### src/rtl/vme_bus_requester_if.sv
// Signal bundle for the VME bus requester: CPU-side request strobes, the sensed
// VME arbitration lines, and the registered arbitration drives it produces.
interface vme_bus_requester_if;
    logic       request_vme;
    logic       cpu_as;
    logic       vme_bgin;
    logic       vme_bbsy_in;
    logic       vme_as_in;
    logic       vme_br_in;
    logic       vme_br;
    logic       vme_bbsy;
    logic       vme_bgout;
    logic       bus_acquired;
    logic [2:0] state;

    modport master (
        input  request_vme, cpu_as, vme_bgin, vme_bbsy_in, vme_as_in, vme_br_in,
        output vme_br, vme_bbsy, vme_bgout, bus_acquired, state
    );

    modport slave (
        output request_vme, cpu_as, vme_bgin, vme_bbsy_in, vme_as_in, vme_br_in,
        input  vme_br, vme_bbsy, vme_bgout, bus_acquired, state
    );
endinterface

### src/rtl/vme_bus_requester.sv
// VME bus requester: arbitrates for the VME bus on behalf of the CPU, holds BBSY for a
// minimum tenure, and passes the daisy-chained grant down when it is not requesting.
module vme_bus_requester #(
    parameter int BBSY_MIN_CYCLES    = 4,
    parameter bit RELEASE_ON_REQUEST = 1'b0
) (
    input logic                 clock,
    input logic                 reset,
    vme_bus_requester_if.master bus
);
    typedef enum logic [2:0] {
        IDLE    = 3'd0,
        REQUEST = 3'd1,
        GRANTED = 3'd2,
        OWNED   = 3'd3,
        RELEASE = 3'd4
    } state_t;

    localparam logic [3:0] HOLD_LOAD = 4'(BBSY_MIN_CYCLES - 1);

    state_t     state_q, state_d;
    logic [3:0] hold_q, hold_d;
    logic       withdrawn_q, withdrawn_d;
    logic       br_q, br_d;
    logic       bbsy_q, bbsy_d;
    logic       bgout_q, bgout_d;
    logic       acquired_q, acquired_d;
    logic [3:0] sync1, sync2;
    logic       bgin_s, bbsy_s, as_s, br_s;
    logic       release_cond;

    assign {br_s, as_s, bbsy_s, bgin_s} = sync2;

    // Lines sensed from the backplane are asynchronous; reset them to the inactive level.
    always_ff @(posedge clock or posedge reset) begin
        if (reset) begin
            sync1 <= 4'hF;
            sync2 <= 4'hF;
        end else begin
            sync1 <= {bus.vme_br_in, bus.vme_as_in, bus.vme_bbsy_in, bus.vme_bgin};
            sync2 <= sync1;
        end
    end

    always_ff @(posedge clock or posedge reset) begin
        if (reset) begin
            state_q     <= IDLE;
            hold_q      <= 4'd0;
            withdrawn_q <= 1'b0;
            br_q        <= 1'b1;
            bbsy_q      <= 1'b1;
            bgout_q     <= 1'b1;
            acquired_q  <= 1'b1;
        end else begin
            state_q     <= state_d;
            hold_q      <= hold_d;
            withdrawn_q <= withdrawn_d;
            br_q        <= br_d;
            bbsy_q      <= bbsy_d;
            bgout_q     <= bgout_d;
            acquired_q  <= acquired_d;
        end
    end

    // Release-on-request keeps the bus across CPU cycles until another master asks for it.
    assign release_cond = RELEASE_ON_REQUEST ? (!br_s && bus.cpu_as)
                                             : (bus.request_vme && bus.cpu_as);

    always_comb begin
        state_d     = state_q;
        withdrawn_d = withdrawn_q;
        hold_d      = (hold_q != 4'd0) ? hold_q - 4'd1 : 4'd0;
        case (state_q)
            IDLE: begin
                withdrawn_d = 1'b0;
                if (!bus.request_vme && !bus.cpu_as && bgout_q)
                    state_d = REQUEST;
            end
            REQUEST: begin
                if (bus.request_vme)
                    withdrawn_d = 1'b1;
                if (!bgin_s && bbsy_s) begin
                    state_d = GRANTED;
                    hold_d  = HOLD_LOAD;
                end
            end
            GRANTED: begin
                if (withdrawn_q)
                    state_d = RELEASE;
                else if (as_s)
                    state_d = OWNED;
            end
            OWNED: begin
                if (release_cond)
                    state_d = RELEASE;
            end
            RELEASE: begin
                if (hold_q == 4'd0)
                    state_d = IDLE;
            end
            default: state_d = IDLE;
        endcase

        // Drives are decoded from the next state so every output comes straight off a flop.
        br_d       = (state_d != REQUEST);
        bbsy_d     = !(state_d inside {GRANTED, OWNED, RELEASE});
        acquired_d = (state_d != OWNED);
        bgout_d    = (state_d == IDLE) ? bgin_s : 1'b1;
    end

    assign bus.vme_br       = br_q;
    assign bus.vme_bbsy     = bbsy_q;
    assign bus.vme_bgout    = bgout_q;
    assign bus.bus_acquired = acquired_q;
    assign bus.state        = state_q;
endmodule

### src/flat_wrapper.sv
// flat-port wrapper written by rule: the top's interface ports become plain ports
module vme_bus_requester_flat 
#(
    parameter int BBSY_MIN_CYCLES    = 4,
    parameter bit RELEASE_ON_REQUEST = 1'b0
)
  (clock, reset, bus_request_vme, bus_cpu_as, bus_vme_bgin, bus_vme_bbsy_in, bus_vme_as_in, bus_vme_br_in, bus_vme_br, bus_vme_bbsy, bus_vme_bgout, bus_bus_acquired, bus_state);
  vme_bus_requester_if bus_i ();
  input logic clock;
  input logic reset;
  input wire logic [$bits(bus_i.request_vme)-1:0] bus_request_vme;
  input wire logic [$bits(bus_i.cpu_as)-1:0] bus_cpu_as;
  input wire logic [$bits(bus_i.vme_bgin)-1:0] bus_vme_bgin;
  input wire logic [$bits(bus_i.vme_bbsy_in)-1:0] bus_vme_bbsy_in;
  input wire logic [$bits(bus_i.vme_as_in)-1:0] bus_vme_as_in;
  input wire logic [$bits(bus_i.vme_br_in)-1:0] bus_vme_br_in;
  output wire logic [$bits(bus_i.vme_br)-1:0] bus_vme_br;
  output wire logic [$bits(bus_i.vme_bbsy)-1:0] bus_vme_bbsy;
  output wire logic [$bits(bus_i.vme_bgout)-1:0] bus_vme_bgout;
  output wire logic [$bits(bus_i.bus_acquired)-1:0] bus_bus_acquired;
  output wire logic [$bits(bus_i.state)-1:0] bus_state;
  assign bus_i.request_vme = bus_request_vme;
  assign bus_i.cpu_as = bus_cpu_as;
  assign bus_i.vme_bgin = bus_vme_bgin;
  assign bus_i.vme_bbsy_in = bus_vme_bbsy_in;
  assign bus_i.vme_as_in = bus_vme_as_in;
  assign bus_i.vme_br_in = bus_vme_br_in;
  assign bus_vme_br = bus_i.vme_br;
  assign bus_vme_bbsy = bus_i.vme_bbsy;
  assign bus_vme_bgout = bus_i.vme_bgout;
  assign bus_bus_acquired = bus_i.bus_acquired;
  assign bus_state = bus_i.state;
  vme_bus_requester #(.BBSY_MIN_CYCLES(BBSY_MIN_CYCLES), .RELEASE_ON_REQUEST(RELEASE_ON_REQUEST)) u_core (.clock(clock), .reset(reset), .bus(bus_i));
endmodule
### config.mk
export PLATFORM = sky130hd
export DESIGN_NAME = vme_bus_requester_flat
export DESIGN_NICKNAME = d
export VERILOG_FILES = /design/src/rtl/vme_bus_requester_if.sv /design/src/rtl/vme_bus_requester.sv /design/src/flat_wrapper.sv
export SDC_FILE = /design/constraint.sdc
export NUM_CORES = 1
export LEC_CHECK = 0
export CAP_MARGIN = 20
export CORE_MARGIN = 4
export CORE_UTILIZATION = 40
export DETAILED_ROUTE_END_ITERATION = 16
export MAX_ROUTING_LAYER = met4
export PLACE_DENSITY = 0.7
export SETUP_SLACK_MARGIN = 0.02
export SYNTH_ARGS = -nofsm -noshare
export SYNTH_HDL_FRONTEND = slang
export SYNTH_SLANG_ARGS = --single-unit
### constraint.sdc
create_clock -name clock -period 2.5 [get_ports clock]
set_clock_uncertainty 0.1 [all_clocks]
set_input_delay 0.5 -clock clock [delete_from_list [all_inputs] [get_ports clock]]
set_output_delay 0.5 -clock clock [all_outputs]
set_load 0.005 [all_outputs]
==> flow_summary_export.csv, run 1 <==
group,metric,value,unit
hold_path,min_path_type,"reg -> reg",
synthesis,synth_commonest_cells,"dfstp_2 (10), dfrtp_1 (8), nor2_1 (7)",
global_routing,antenna_found_initial,0,
cts,clk_pin_slew,0.10,ns
floorplan,die_area,2482,um^2
global_routing,grt_overflow,0,
cells_and_area,fin_nets,84,
synthesis,synth_top_area_cell,"dfstp_2",
sta,setup-tns-final,0,ns
cells_and_area,final_util,0.5587,
synthesis,synthFlopType,"dfstp_2",
global_routing,grt_usage,0.1245,
route,drtIter0Drc,15,
power_and_ir_drop,power.density,1028,nW/um^2
floorplan,core-area,1577,um^2
sta,min_period,2.006,ns
synthesis,ys_top_cells_by_area,"dfstp_2 (38%), dfrtp_1 (29%), nor2_1 (3.8%)",
cts,cts_buffers,3,
sta,hold_viol_final,0,
worst_setup_path,arrival,1.41,ns
synthesis,yosys.cell_count.top_type,"dfstp_2",
cells_and_area,regArea,462.9,um^2
cells_and_area,diodes,0,
sta,rsz0062_at_grt,"no",
placed_design,gp_congestion,0.7219,
worst_setup_path,end_kind,"output pin",
run,maxCapViolations,0,
power_and_ir_drop,total_power,0.9056,mW
worst_setup_path,rr_worst_depth,3,
cts,postCtsSetupBuffers,0,
worst_setup_path,worst-path-buf-inv,1,
placed_design,dpl.hpwl,858.6,um
cts,clockRootBuffer,"clkbuf_4",
synthesis,yosysSeqAreaShare,0.6619,
worst_setup_path,cp_slowest_cell,"clkdlybuf4s50_1",
sta,worstMarginPinSlew,0.6339,ns
cts,clk_path_buf_depth,2,
sta,timing.fmax,498.5,MHz
synthesis,async_flop_share,1.000,
power_and_ir_drop,leakage,0.3913,nW
hold_path,hold_start,"u_core.sync1[1]$_DFF_PP1_",
power_and_ir_drop,vdd_drop_max,0.5034,mV
placed_design,port_buffers,13,
floorplan,ios,15,
sta,finalCritPeriodShare,0.8025,
cells_and_area,fill_cells,149,
worst_setup_path,cpPeakStageDelay,0.57,ns
synthesis,synth_area,699.4,um^2
sta,setup_viol,0,
worst_setup_path,cp.required,1.90,ns
global_routing,grt_max_degree,19,
worst_setup_path,crit_family,"buffers and inverters",
cts,ctsHoldBuffers,0,
cells_and_area,layout-drive-gt1-share,0.2133,
route,wire_per_inst,13.41,um
outcome,status,"complete, no violations",
worst_setup_path,r2r_slack,1.09,ns
synthesis,synth_cells,59,
sta,finalMaxSlewViolations,0,
cells_and_area,multi_input_area,224.0,um^2
synthesis,yosysUniqueCellTypes,25,
route,viasPerCell,5.560,
synthesis,synth_top_area_frac,0.3757,
global_routing,grt_pass1_wl,2.173,mm
cts,htreeDepth,1,
synthesis,synth_nets,67,
worst_setup_path,path_cells,"clkdlybuf4s50_1",
sta,relSlewSlack,0.5770,
hold_path,hold-path-cell-count,0,
hold_path,hold_path_end,"u_core.sync2[1]$_DFF_PP1_",
cells_and_area,syn2layout_area_growth,25.94,%
synthesis,syn-mean-instance-area,11.85,um^2
synthesis,synth_edf_count,0,
floorplan,rows,14,
synthesis,yosysWarnings,0,
synthesis,ys_seq_elements,18,
cts,cts_tree,"done",
global_routing,grt_pass1_vias,509,
cts,clk_latency,0.29,ns
floorplan,floorplan.initialDensity,0.4437,
route,post-route-drc-count,0,
route,dr.pass1.iters,4,
floorplan,die_x,49.82,um
worst_setup_path,r2r_start,"u_core.bus.vme_bgout$_DFF_PP1_",
route,ant_nets,0,
worst_setup_path,r2r_end,"u_core.bus.state[0]$_DFF_PP0_",
route,drt-total-wl,1.220,mm
worst_setup_path,critical_path_class,"reg -> out",
worst_setup_path,critPathLaunchType,"flop",
worst_setup_path,critPathMaxFanout,10,
floorplan,die_h,49.82,um
cts,cts_resized,0,
route,vias,506,
cts,clock_sinks,18,
==> state kept, by name, summed over array words and instances, names as in the netlist <==
name / cells
u_core.hold_q: 4
u_core.bus.state: 3
u_core.sync1: 3
u_core.sync2: 3
u_core.bus.bus_acquired: 1
u_core.bus.vme_bbsy: 1
u_core.bus.vme_bgout: 1
u_core.bus.vme_br: 1
u_core.withdrawn_q: 1
==> cell type report <==
class / count / share of cell area
Tap cell: 16 / 0.02273
Sequential cell: 18 / 0.5256
Clock buffer: 4 / 0.04119
Multi-Input combinational cell: 38 / 0.2543
Timing Repair Buffer: 13 / 0.1477
Inverter: 2 / 0.008523
==> cell families (layout without fill, tap and decap cells) <==
family,count (synthesis),after routing,share of synthesized area
and+or+nand+nor,23,23,0.1628
DFF,18,18,0.6619
AOI/OAI and AO/OA,14,14,0.1431
buffers and inverters,3,19,0.01789
muxes,1,1,0.01431
==> how the worst max path moves through the flow <==
| stage | startpoint | endpoint | slack [ns] | cells past startpoint |
|---|---|---|---|---|
| CTS | u_core.bus.state[0]$_DFF_PP0_ | bus_state[0] | 0.48 | 1 |
| global route | u_core.bus.state[0]$_DFF_PP0_ | bus_state[0] | 0.43 | 1 |
| global placement | bus_cpu_as | u_core.bus.state[0]$_DFF_PP0_ | 0.64 | 4 |
| detailed placement | bus_cpu_as | u_core.bus.state[0]$_DFF_PP0_ | 0.63 | 4 |
| floorplan | bus_cpu_as | u_core.bus.state[0]$_DFF_PP0_ | 1.14 | 3 |
| finish | u_core.bus.state[0]$_DFF_PP0_ | bus_state[0] | 0.49 | 1 |
==> cells in the final DEF, fill, tap and decap left out <==
cell	n
and2b_2	1
o311a_1	1
dfrtp_1	8
clkbuf_8	1
o21ai_0	3
nor2b_1	2
a211oi_1	1
a21oi_1	2
nor2_1	7
o2bb2ai_1	1
a21o_1	1
mux2i_1	1
a21boi_0	1
nand3_1	3
nand2_1	5
a22o_2	1
or3b_1	1
o31a_1	1
a31oi_1	1
a22o_1	1
nand3b_1	1
clkbuf_4	3
dfstp_2	10
and3_1	1
clkdlybuf4s50_1	13
inv_1	2
nor3_1	2
==> metrics by stage <==
step | setup slack, ns | area [um^2] | instances | hold WS (ns)
after global routing | 0.4292 | 880.8 | 91 | 0.2709
final | 0.4938 | 880.8 | 91 | 0.2593
after floorplan | 1.144 | 699.4 | 59 | 0.2452
after detailed placement | 0.6263 | 844.6 | 87 | 0.2475
after CTS | 0.4793 | 880.8 | 91 | 0.2616
after global placement | 0.6407 | 844.6 | 87 | 0.2455
==> power breakdown <==
| group | total, mW | switching (mW) | internal (mW) |
|---|---|---|---|
| Combinational | 0.288 | 0.124 | 0.164 |
| Clock | 0.174 | 0.0848 | 0.0888 |
| Sequential | 0.444 | 0.0657 | 0.379 |
==> metal layers <==
metal / GRT usage / wire length, um / up-vias
met5: - / 0 / -
met4: 0.1106 / 76 / 0
met3: 0.05723 / 74 / 10
met2: 0.1520 / 509 / 24
met1: 0.1491 / 559 / 234
li1: - / - / 238
No activity file was read; power rests on OpenSTA's default activity.
==> run 2, diff against run 1 <==
- clock period: 2.5 -> 2 ns (I/O delays scaled with it)
==> run 2 against run 1 <==
Net effect:
- global-route usage decreased by 0.17 points
- combinational power increased by 38%
- clock-buffer cell count unchanged
- clock power increased by 24%
- register-to-register slack got worse by 0.51 ns
- sequential share of layout area decreased by 0.88 points
- sequential cell count unchanged
- worst setup slack got worse by 0.33 ns
- sequential power increased by 20%
- non-clock buffer count increased by 2
- first-iteration DRC count decreased by 13%
- final cell count increased by 2.2%
- critical endpoint is now bus_vme_bgout
==> flow_summary_export.csv, run 2 (synthesized netlist as in run 1, its figures left out) <==
group,metric,value,unit
cells_and_area,top_register,"u_core.hold_q",
cts,htreeDepth,1,
sta,finalMaxSlewViolations,0,
route,drtIter0Drc,13,
cells_and_area,diodes,0,
sta,rsz0062_at_grt,"no",
run,maxCapViolations,0,
cells_and_area,layout_common_cells,"clkdlybuf4s50_1 (13), dfstp_2 (10), dfrtp_1 (8)",
sta,hold_viol_final,0,
sta,finalCritPeriodShare,0.9204,
global_routing,grt_max_degree,19,
route,dr.pass1.iters,4,
floorplan,die_area,2482,um^2
cts,postCtsSetupBuffers,0,
power_and_ir_drop,power.density,1278,nW/um^2
cts,cts_tree,"done",
sta,relSlewSlack,0.7268,
worst_setup_path,cpPeakStageDelay,0.54,ns
placed_design,port_buffers,13,
sta,setup_viol,0,
power_and_ir_drop,leakage,0.4011,nW
worst_setup_path,r2r_end,"u_core.bus.state[0]$_DFF_PP0_",
global_routing,grt_usage,0.1228,
cts,clk_path_buf_depth,2,
cts,clk_latency,0.29,ns
cells_and_area,fill_cells,149,
route,post-route-drc-count,0,
sta,worstMarginPinSlew,0.4062,ns
route,wire_per_inst,13.24,um
cells_and_area,syn2layout_area_growth,28.09,%
worst_setup_path,r2r_slack,0.58,ns
cts,clockRootBuffer,"clkbuf_4",
worst_setup_path,worst-path-buf-inv,1,
worst_setup_path,critPathMaxFanout,2,
global_routing,grt_pass1_vias,518,
worst_setup_path,path_depth,1,
worst_setup_path,end_kind,"output pin",
cells_and_area,final_common_cell,"clkdlybuf4s50_1",
cells_and_area,fin_nets,86,
cts,ctsHoldBuffers,0,
worst_setup_path,cp.required,1.50,ns
sta,timing.fmax,543.2,MHz
worst_setup_path,arrival,1.34,ns
global_routing,grt_overflow,0,
worst_setup_path,cp_slowest_cell,"dfstp_2",
floorplan,ios,15,
floorplan,floorplan.initialDensity,0.4437,
sta,setup-tns-final,0,ns
route,ant_nets,0,
worst_setup_path,crit_family,"flip-flops",
placed_design,dpl.hpwl,883.2,um
sta,min_period,1.841,ns
worst_setup_path,crit_end,"bus_vme_bgout",
route,vias,511,
cts,clk_pin_slew,0.10,ns
global_routing,antenna_found_initial,0,
cells_and_area,finalInstanceArea,895.9,um^2
worst_setup_path,critical_path_class,"reg -> out",
power_and_ir_drop,vdd_drop_max,0.6118,mV
worst_setup_path,worstSetupStartpoint,"u_core.bus.vme_bgout$_DFF_PP1_",
cells_and_area,layout-drive-gt1-share,0.2338,
outcome,status,"complete, no violations",
floorplan,die_x,49.82,um
hold_path,min_path_type,"reg -> reg",
worst_setup_path,rr_worst_depth,3,
route,viasPerCell,5.495,
placed_design,gp_congestion,0.7209,
worst_setup_path,critPathLaunchType,"flop",
floorplan,die_h,49.82,um
worst_setup_path,path_cells,"clkdlybuf4s50_1",
global_routing,grt_pass1_wl,2.249,mm
floorplan,rows,14,
cts,clock_sinks,18,
worst_setup_path,r2r_start,"u_core.bus.vme_bgout$_DFF_PP1_",
floorplan,core-area,1577,um^2
cells_and_area,largest_reg_flops,4,
route,drt-total-wl,1.231,mm
placed_design,placed_area,859.6,um^2
cts,cts_resized,0,
cts,cts_buffers,3,
-- run 2: changes by cell type in the layout (fill, tap and decap cells not counted) --
cell	previous run	this run
buf_4	0	2
-- run 2: worst min path at each step --
| stage | slack [ns] | from | endpoint | cells after the start |
|---|---|---|---|---|
| global placement | 0.25 | u_core.sync1[0]$_DFF_PP1_ | u_core.sync2[0]$_DFF_PP1_ | 0 |
| CTS | 0.26 | u_core.sync1[0]$_DFF_PP1_ | u_core.sync2[0]$_DFF_PP1_ | 0 |
| finish | 0.26 | u_core.sync1[0]$_DFF_PP1_ | u_core.sync2[0]$_DFF_PP1_ | 0 |
| global route | 0.27 | u_core.sync1[1]$_DFF_PP1_ | u_core.sync2[1]$_DFF_PP1_ | 0 |
| detailed placement | 0.25 | u_core.sync1[0]$_DFF_PP1_ | u_core.sync2[0]$_DFF_PP1_ | 0 |
| floorplan | 0.23 | reset | u_core.bus.state[0]$_DFF_PP0_ | 1 |
-- run 2: layout make-up --
class | count | area, um^2 | area share
tap | 16 | 20.02 | 0.02235
clock buffer | 4 | 36.28 | 0.04050
inverter | 2 | 7.507 | 0.008380
sequential | 18 | 462.9 | 0.5168
multi-input combinational | 38 | 224.0 | 0.2500
timing repair buffer | 15 | 145.1 | 0.1620
-- run 2: through the flow --
| step | total power [mW] | hold slack [ns] | setup slack [ns] | cells | util |
|---|---|---|---|---|---|
| floorplan | 0.7480 | 0.2313 | 0.6578 | 59 | - |
| global placement | 0.9245 | 0.2455 | 0.2420 | 89 | 0.5452 |
| detailed placement | 0.9325 | 0.2473 | 0.2222 | 89 | 0.5452 |
| CTS | 1.158 | 0.2623 | 0.1391 | 93 | 0.5683 |
| global route | 1.239 | 0.2691 | 0.07506 | 93 | 0.5683 |
| finish | 1.145 | 0.2602 | 0.1592 | 93 | 0.5683 |
-- run 2: power breakdown --
group,switching [mW],leakage (nW),internal (mW)
clock network,0.105,0.0210,0.111
logic,0.178,0.168,0.219
registers,0.0573,0.212,0.473
total,0.341,0.401,0.803
-- run 2: layer usage --
metal	GRT usage	wire length, um	vias to the layer above
li1	-	-	242
met1	0.1534	549	248
met2	0.1718	575	19
met3	0.04217	96	2
met4	0.06912	9	0
met5	-	0	-
==> run 3, diff against run 2 <==
- PLACE_DENSITY: 0.7 -> 0.73
- clock period: 2 -> 1.5 ns (I/O delays scaled with it)
==> run 3 against run 2 <==
Net effect:
- die area unchanged
- design area up 1.4%
- wire length up 1.8%
- critical endpoint is now bus_vme_br
- largest cell class unchanged
- highest routed layer unchanged
==> flow_summary_export.csv, run 3 (synthesized netlist as in run 1, its figures left out) <==
group,metric,value,unit
outcome,status,"complete, no violations",
worst_setup_path,critPathLaunchType,"flop",
cells_and_area,diodes,0,
sta,hold_viol_final,0,
cells_and_area,final_common_cell,"dfstp_2",
worst_setup_path,r2r_end,"u_core.bus.state[0]$_DFF_PP0_",
cts,clk_path_buf_depth,2,
cells_and_area,syn2layout_area_growth,29.87,%
power_and_ir_drop,total_power,1.505,mW
cts,ctsHoldBuffers,0,
global_routing,antenna_found_initial,0,
floorplan,floorplan.initialDensity,0.4437,
floorplan,die_h,49.82,um
route,dr.pass1.iters,4,
worst_setup_path,r2r_slack,0.09,ns
worst_setup_path,crit_family,"flip-flops",
run,maxCapViolations,0,
worst_setup_path,rr_worst_depth,3,
route,viasPerCell,5.402,
sta,finalMaxSlewViolations,0,
hold_path,min_path_type,"in -> async",
worst_setup_path,path_depth,1,
sta,timing.fmax,697.9,MHz
worst_setup_path,r2r_start,"u_core.bus.vme_bgout$_DFF_PP1_",
worst_setup_path,worst-path-buf-inv,1,
placed_design,dp.cells,91,
cts,cts_buffers,3,
floorplan,ios,15,
global_routing,grt_pass1_wl,2.346,mm
sta,min_period,1.433,ns
placed_design,port_buffers,13,
cts,clockRootBuffer,"clkbuf_4",
cells_and_area,largest_reg_flops,4,
cts,cts_tree,"done",
cells_and_area,layout_common_cells,"dfstp_2 (10), dfrtp_1 (8), nor2_1 (7)",
power_and_ir_drop,leakage,0.4242,nW
worst_setup_path,critPathMaxFanout,1,
floorplan,die_x,49.82,um
placed_design,dpl.hpwl,924.1,um
worst_setup_path,crit_end,"bus_vme_br",
worst_setup_path,path_cells,"dlygate4sd2_1",
floorplan,rows,14,
worst_setup_path,worstSetupStartpoint,"u_core.bus.vme_br$_DFF_PP1_",
placed_design,gp_congestion,0.7158,
power_and_ir_drop,power.density,1657,nW/um^2
worst_setup_path,cp_slowest_cell,"dfstp_2",
floorplan,die_area,2482,um^2
worst_setup_path,critical_path_class,"reg -> out",
global_routing,grt_max_degree,19,
sta,setup_viol,0,
cells_and_area,layout-drive-gt1-share,0.2593,
sta,setup-tns-final,0,ns
route,vias,524,
route,post-route-drc-count,0,
route,wire_per_inst,12.92,um
worst_setup_path,arrival,1.03,ns
route,ant_nets,0,
worst_setup_path,cpPeakStageDelay,0.52,ns
global_routing,grt_usage,0.1298,
sta,finalCritPeriodShare,0.9552,
route,drt-total-wl,1.253,mm
cts,clock_sinks,18,
cts,htreeDepth,1,
cells_and_area,fin_cells,97,
cts,clk_pin_slew,0.10,ns
worst_setup_path,cp.required,1.10,ns
cells_and_area,top_register,"u_core.hold_q",
global_routing,grt_pass1_vias,553,
floorplan,core-area,1577,um^2
worst_setup_path,end_kind,"output pin",
sta,rsz0062_at_grt,"no",
power_and_ir_drop,vdd_drop_max,0.7380,mV
global_routing,grt_overflow,0,
sta,worstMarginPinSlew,0.2844,ns
route,drtIter0Drc,6,
cts,clk_latency,0.29,ns
sta,relSlewSlack,0.8100,
cells_and_area,fin_nets,90,
==> run 3: how the worst min path moves through the flow <==
| stage | from | end | cells past startpoint |
|---|---|---|---|
| floorplan | reset | u_core.bus.state[0]$_DFF_PP0_ | 1 |
| global placement | u_core.sync1[0]$_DFF_PP1_ | u_core.sync2[0]$_DFF_PP1_ | 0 |
| detailed placement | u_core.sync1[1]$_DFF_PP1_ | u_core.sync2[1]$_DFF_PP1_ | 0 |
| CTS | reset | u_core.bus.state[2]$_DFF_PP0_ | 3 |
| global route | reset | u_core.bus.state[2]$_DFF_PP0_ | 3 |
| finish | reset | u_core.bus.state[2]$_DFF_PP0_ | 3 |
==> run 3: metrics by stage <==
| stage | hold WS [ns] | setup slack [ns] | util | area [um^2] |
|---|---|---|---|---|
| floorplan | 0.1313 | 0.1578 | - | 699.4 |
| global placement | 0.2453 | -0.1357 | 0.5548 | 874.6 |
| detailed placement | 0.2468 | -0.1791 | 0.5548 | 874.6 |
| CTS | 0.2220 | 0.03111 | 0.5754 | 907.1 |
| global route | 0.2309 | 0.02068 | 0.5762 | 908.4 |
| finish | 0.2146 | 0.06718 | 0.5762 | 908.4 |
==> run 3: cell type report <==
| class | count | area [um^2] |
|---|---|---|
| Inverter | 2 | 7.507 |
| Multi-Input combinational cell | 38 | 224.0 |
| Sequential cell | 18 | 462.9 |
| Fill cell | 140 | 668.1 |
| Timing Repair Buffer | 19 | 167.7 |
| Tap cell | 16 | 20.02 |
| Clock buffer | 4 | 26.28 |
==> run 3: what timing repair did <==
action | 4_1_cts | 5_1_grt
setup buffers | 2 | 0
gates resized for setup | 7 | 2
endpoints found under the setup margin | 7 | 4
gates cloned | 0 | 0
pin swaps | 0 | 0
==> run 3: layer usage <==
| metal | routed length [um] | track usage | part of all wire | vias to the layer above |
|---|---|---|---|---|
| li1 | - | - | - | 255 |
| met1 | 574 | 0.1590 | 0.46 | 251 |
| met2 | 603 | 0.2004 | 0.48 | 14 |
| met3 | 52 | 0.03614 | 0.042 | 4 |
| met4 | 21 | 0.05530 | 0.017 | 0 |
| met5 | 0 | - | 0 | - |
==> run 3: where the power goes <==
group | internal, mW | switching (mW)
combinational | 0.302 | 0.272
sequential | 0.631 | 0.0582
clock | 0.103 | 0.138
total | 1.04 | 0.469
==> run 3: worst min-delay path: stages <==
cell and delay (ns):
clkdlybuf4s50_1 0.40, inv_1 0.05, buf_4 0.23
==> RTL change 1 (config.mk and constraints of run 2) <==
`RELEASE_ON_REQUEST` is set to 1'b0 in 2 places; all go to 1'b1.
--- a/src/rtl/vme_bus_requester.sv
+++ b/src/rtl/vme_bus_requester.sv
@@ -3,5 +3,5 @@
 module vme_bus_requester #(
     parameter int BBSY_MIN_CYCLES    = 4,
-    parameter bit RELEASE_ON_REQUEST = 1'b0
+    parameter bit RELEASE_ON_REQUEST = 1'b1
 ) (
     input logic                 clock,
--- a/src/flat_wrapper.sv
+++ b/src/flat_wrapper.sv
@@ -3,5 +3,5 @@
 #(
     parameter int BBSY_MIN_CYCLES    = 4,
-    parameter bit RELEASE_ON_REQUEST = 1'b0
+    parameter bit RELEASE_ON_REQUEST = 1'b1
 )
   (clock, reset, bus_request_vme, bus_cpu_as, bus_vme_bgin, bus_vme_bbsy_in, bus_vme_as_in, bus_vme_br_in, bus_vme_br, bus_vme_bbsy, bus_vme_bgout, bus_bus_acquired, bus_state);
Check against the original RTL: not equivalent (Yosys sat finds a counterexample within 10 cycles, from zero or initial values and one cycle with reset high).
==> RTL change 1 against run 2 <==
- core utilization is 2.4 points lower
- total power is 2.1% lower
- final area is 6.0% higher
- setup slack better by 0.017 ns
- sequential cell count is 2 higher
- final cell count is 11% higher
- synthesized cell count stayed put
- wire length is 8.9% lower
- area after synthesis is 6.4% higher
==> RTL change 1: results (changes against run 2) <==
- Syn_nets: 67 (unchanged)
- Total Wirelength: 1120 microns (-8.9%)
- Slew headroom: 75.2% (+2.5 points)
- Starting DRT DRC Count: 10 (-3)
- Asr flop ratio synth: 100% (unchanged)
- Drt first pass iters: 4 (unchanged)
- Cell total after placement: 99 (+11%)
- Most instantiated cells after synthesis: 12 x dfstp_2, 8 x dfrtp_1, 6 x nor2_1
- Sequential share of the synthesized area: 69.2% (+3.1 points)
- Drt wl/cell: 10.9 microns (-18%)
- Clk_lat worst skew: 0.29 ns (about the same)
- Slowest CP cell: dfstp_2
- Gpl congestion: 0.774 (+7.4%)
- Detailed placement HPWL: 859 microns (-2.8%)
- Pleak: 0.000415 uW (+3.5%)
- Number of distinct library cells after synthesis: 21 (-16%)
- Post-CTS Setup Inserts: 0 (unchanged)
- NumNets Final: 87 (+1.2%)
- CP Data Arrival Time: 1.32 ns (-0.02 ns)
- Prevailing post-synth register cell: dfstp_2
- Global Route Usage Sum: 10.6% (-1.6 points)
- Status: complete, no violations
- Psw: 327 uW (-4.2%)
- Vias in the first global route: 484 (-6.6%)
- H-tree depth: 1 (unchanged)
- Post-CTS resize count: 0 (unchanged)
- Largest net degree at the start of global routing: 21 (+2)
- Num CTS Buffers: 3 (unchanged)
- Vias per cell: 4.78 (-13%)
- Top post-synthesis cells by area: dfstp_2 42%, dfrtp_1 27%, nor2_1 3.0%, mux2i_1 2.7%, nor2b_1 2.5%
- First-pass GRT wire length: 1970 microns (-12%)
- Layout cells sized above 1: 21.8% (-1.6 points)
- Top flop regs: u_core.hold_q x4, u_core.sync1 x4, u_core.sync2 x4
- Worst IR Drop VDD: 0.536 mV (-12%)
- PortBufs: 14 (+1)
[RTL change 1: area by class of cell]
type,count,area [sq um]
tap,25,31.3
inverter,3,11.3
timing repair buffer,15,148
sequential,20,515
clock buffer,4,26.3
multi-input combinational,36,218
fill,159,796
[RTL change 1: cell families after synthesis]
family	count (synthesis)	synth area share, %
compound gates	14	13.3
buf+inv	3	1.51
flops	20	69.2
mux	2	2.69
simple gates	20	13.3
[RTL change 1: power groups by stage]
| stage | Clock (uW) | Sequential (uW) | Combinational [uW] |
|---|---|---|---|
| after global routing | 212 | 603 | 393 |
| after global placement | 0 | 593 | 354 |
| after CTS | 200 | 586 | 356 |
| final | 185 | 584 | 351 |
| after detailed placement | 0 | 593 | 354 |
| after floorplan | 0 | 587 | 187 |
[RTL change 1: worst paths after layout]
kind                                                 from                           endpoint  slack (ns)  cells after the start
max                        u_core.bus.vme_bgout$_DFF_PP1_                      bus_vme_bgout        0.18                      1
max in group asynchronous                           reset  u_core.bus.bus_acquired$_DFF_PP1_        1.23                      3
min reg2reg                     u_core.sync1[3]$_DFF_PP1_          u_core.sync2[3]$_DFF_PP1_        0.26                      0
max reg2reg                u_core.bus.vme_bgout$_DFF_PP1_      u_core.bus.state[0]$_DFF_PP0_        0.57                      3
min                             u_core.sync1[3]$_DFF_PP1_          u_core.sync2[3]$_DFF_PP1_        0.26                      0
min in group asynchronous                           reset         u_core.hold_q[0]$_DFF_PP0_        0.31                      3
[RTL change 1: stage by stage]
step	area [sq um]	power [uW]	util [%]	setup WS [ns]	hold WS [ns]
global placement	923	946	52.9	0.296	0.246
floorplan	744	774	-	0.648	0.245
detailed placement	923	947	52.9	0.273	0.247
global route	950	1210	54.4	0.125	0.268
finish	950	1120	54.4	0.176	0.261
CTS	950	1140	54.4	0.152	0.262
[RTL change 1: metal layers]
layer	up-vias	GRT usage, %	wire [microns]
met2	16	16.1	520
met1	229	12.7	525
met4	0	8.07	14
li1	245	-	-
met3	2	1.75	61
met5	-	-	0
==> RTL change 2 (settings of run 2) <==
Without the edit above. Take the reset off `hold_q` and load it in a clocked block of its own.
--- a/src/rtl/vme_bus_requester.sv
+++ b/src/rtl/vme_bus_requester.sv
@@ -46,5 +46,4 @@
         if (reset) begin
             state_q     <= IDLE;
-            hold_q      <= 4'd0;
             withdrawn_q <= 1'b0;
             br_q        <= 1'b1;
@@ -54,5 +53,4 @@
         end else begin
             state_q     <= state_d;
-            hold_q      <= hold_d;
             withdrawn_q <= withdrawn_d;
             br_q        <= br_d;
@@ -61,4 +59,8 @@
             acquired_q  <= acquired_d;
         end
+    end
+
+    always_ff @(posedge clock) begin
+        hold_q <= hold_d;
     end
 
Function: same outputs for any inputs over 10 cycles, from zero or initial values and one cycle with reset high; that may be too few to reach the edited logic, so the function may still have changed.
==> RTL change 2 against run 2 <==
- final area shrank 5.0%
- sequential cell count is the same
- critical path type unchanged
- area after synthesis shrank 2.9%
- setup slack lost 0.025 ns
- register-to-register slack lost 0.03 ns
- final cell count shrank 2.2%
- via count shrank 2.9%
- synthesized cell count is the same
- wire length shrank 10%
- largest cell class unchanged
- combinational power shrank 12%
- first-iteration DRC count shrank 69%
- global-route usage shrank 1.1 points
- non-clock buffer count shrank 2
- total power shrank 5.7%
- highest routed layer unchanged
==> RTL change 2: results (changes against run 2) <==
- Psw: 324 uW (-5.0%)
- Fillers: 143 (-4.0%)
- Slowest CP cell: clkdlybuf4s50_1
- Status: complete, no violations
- Vias per cell: 5.45 (-0.80%)
- Asr flop ratio synth: 77.8% (-22 points)
- Gpl congestion: 0.769 (+6.7%)
- Routed wl met2: 571 microns (-0.70%)
- Critical path origin: u_core.bus.state[0]$_DFF_PP0_
- R2R Setup Slk: 0.55 ns (-0.03 ns)
- Mux contribution to synthesized area: 1.47% (+0.042 points)
- Metal3 WL: 56 microns (-42%)
- Cell total after placement: 87 (-2.2%)
- Compound-cell area share of the yosys netlist: 14.7% (+0.42 points)
- Cell family with the largest share of critical-path delay: buffers and inverters
- Worst IR Drop VDD: 0.584 mV (-4.5%)
- CP Data Arrival Time: 1.37 ns (+0.03 ns)
- M2 GR Usage: 19.2% (+2.0 points)
- Sequential share of the synthesized area: 65.2% (-1.0 points)
- Post-DP Area: 825 sq um (-4.1%)
- Worst setup margin: 0.134 ns (-0.0249 ns)
- Drt wl/cell: 12.1 microns (-8.3%)
- Slew headroom: 67.1% (-5.6 points)
- Crit-path max FO: 10 (+8)
- Adder-cell share of the synthesized area: 0% (unchanged)
- Number of distinct library cells after synthesis: 26 (+4.0%)
- First-pass GRT wire length: 2010 microns (-10%)
- Top post-synthesis cells by area: dfstp_2 39%, dfrtp_1 15%, dfxtp_1 12%, nor2_1 3.9%, nand2_1 2.8%
- Tightest hold margin: 0.253 ns (-0.00729 ns)
- NumNets Final: 84 (-2.3%)
- Largest net degree at the start of global routing: 15 (-4)
- Starting DRT DRC Count: 4 (-9)
- Total Wirelength: 1110 microns (-10%)
- Hold EP: u_core.sync2[1]$_DFF_PP1_
- Grt met1 use: 11.7% (-3.7 points)
- WL met1: 469 microns (-15%)
- H-tree depth: 1 (unchanged)
- Most instantiated cells after synthesis: 10 x dfstp_2, 7 x nor2_1, 5 x nand2_1
- CP endpoint: bus_state[0]
-- RTL change 2: cell count changes after synthesis, sizes merged --
cell	run 2	this run
dfxtp	0	4
dfrtp	8	4
-- RTL change 2: power by group through the flow --
| stage | sequential [uW] | clock, uW | combinational, uW |
|---|---|---|---|
| after detailed placement | 561 | 0 | 354 |
| after global routing | 575 | 205 | 385 |
| after CTS | 555 | 189 | 355 |
| final | 552 | 177 | 350 |
| after floorplan | 535 | 0 | 212 |
| after global placement | 555 | 0 | 349 |
-- RTL change 2: area by class of cell --
| cell class | count | area [sq um] | share of cell area, % |
|---|---|---|---|
| multi-input combinational | 38 | 224 | 26.3 |
| clock buffer | 4 | 26.3 | 3.09 |
| timing repair buffer | 13 | 130 | 15.3 |
| sequential | 18 | 443 | 52.1 |
| tap | 16 | 20.0 | 2.35 |
| inverter | 2 | 7.51 | 0.882 |
-- RTL change 2: logic make-up after synthesis --
logic type,after synthesis
mux,1
buf+inv,3
flops,18
simple gates,23
compound gates,14
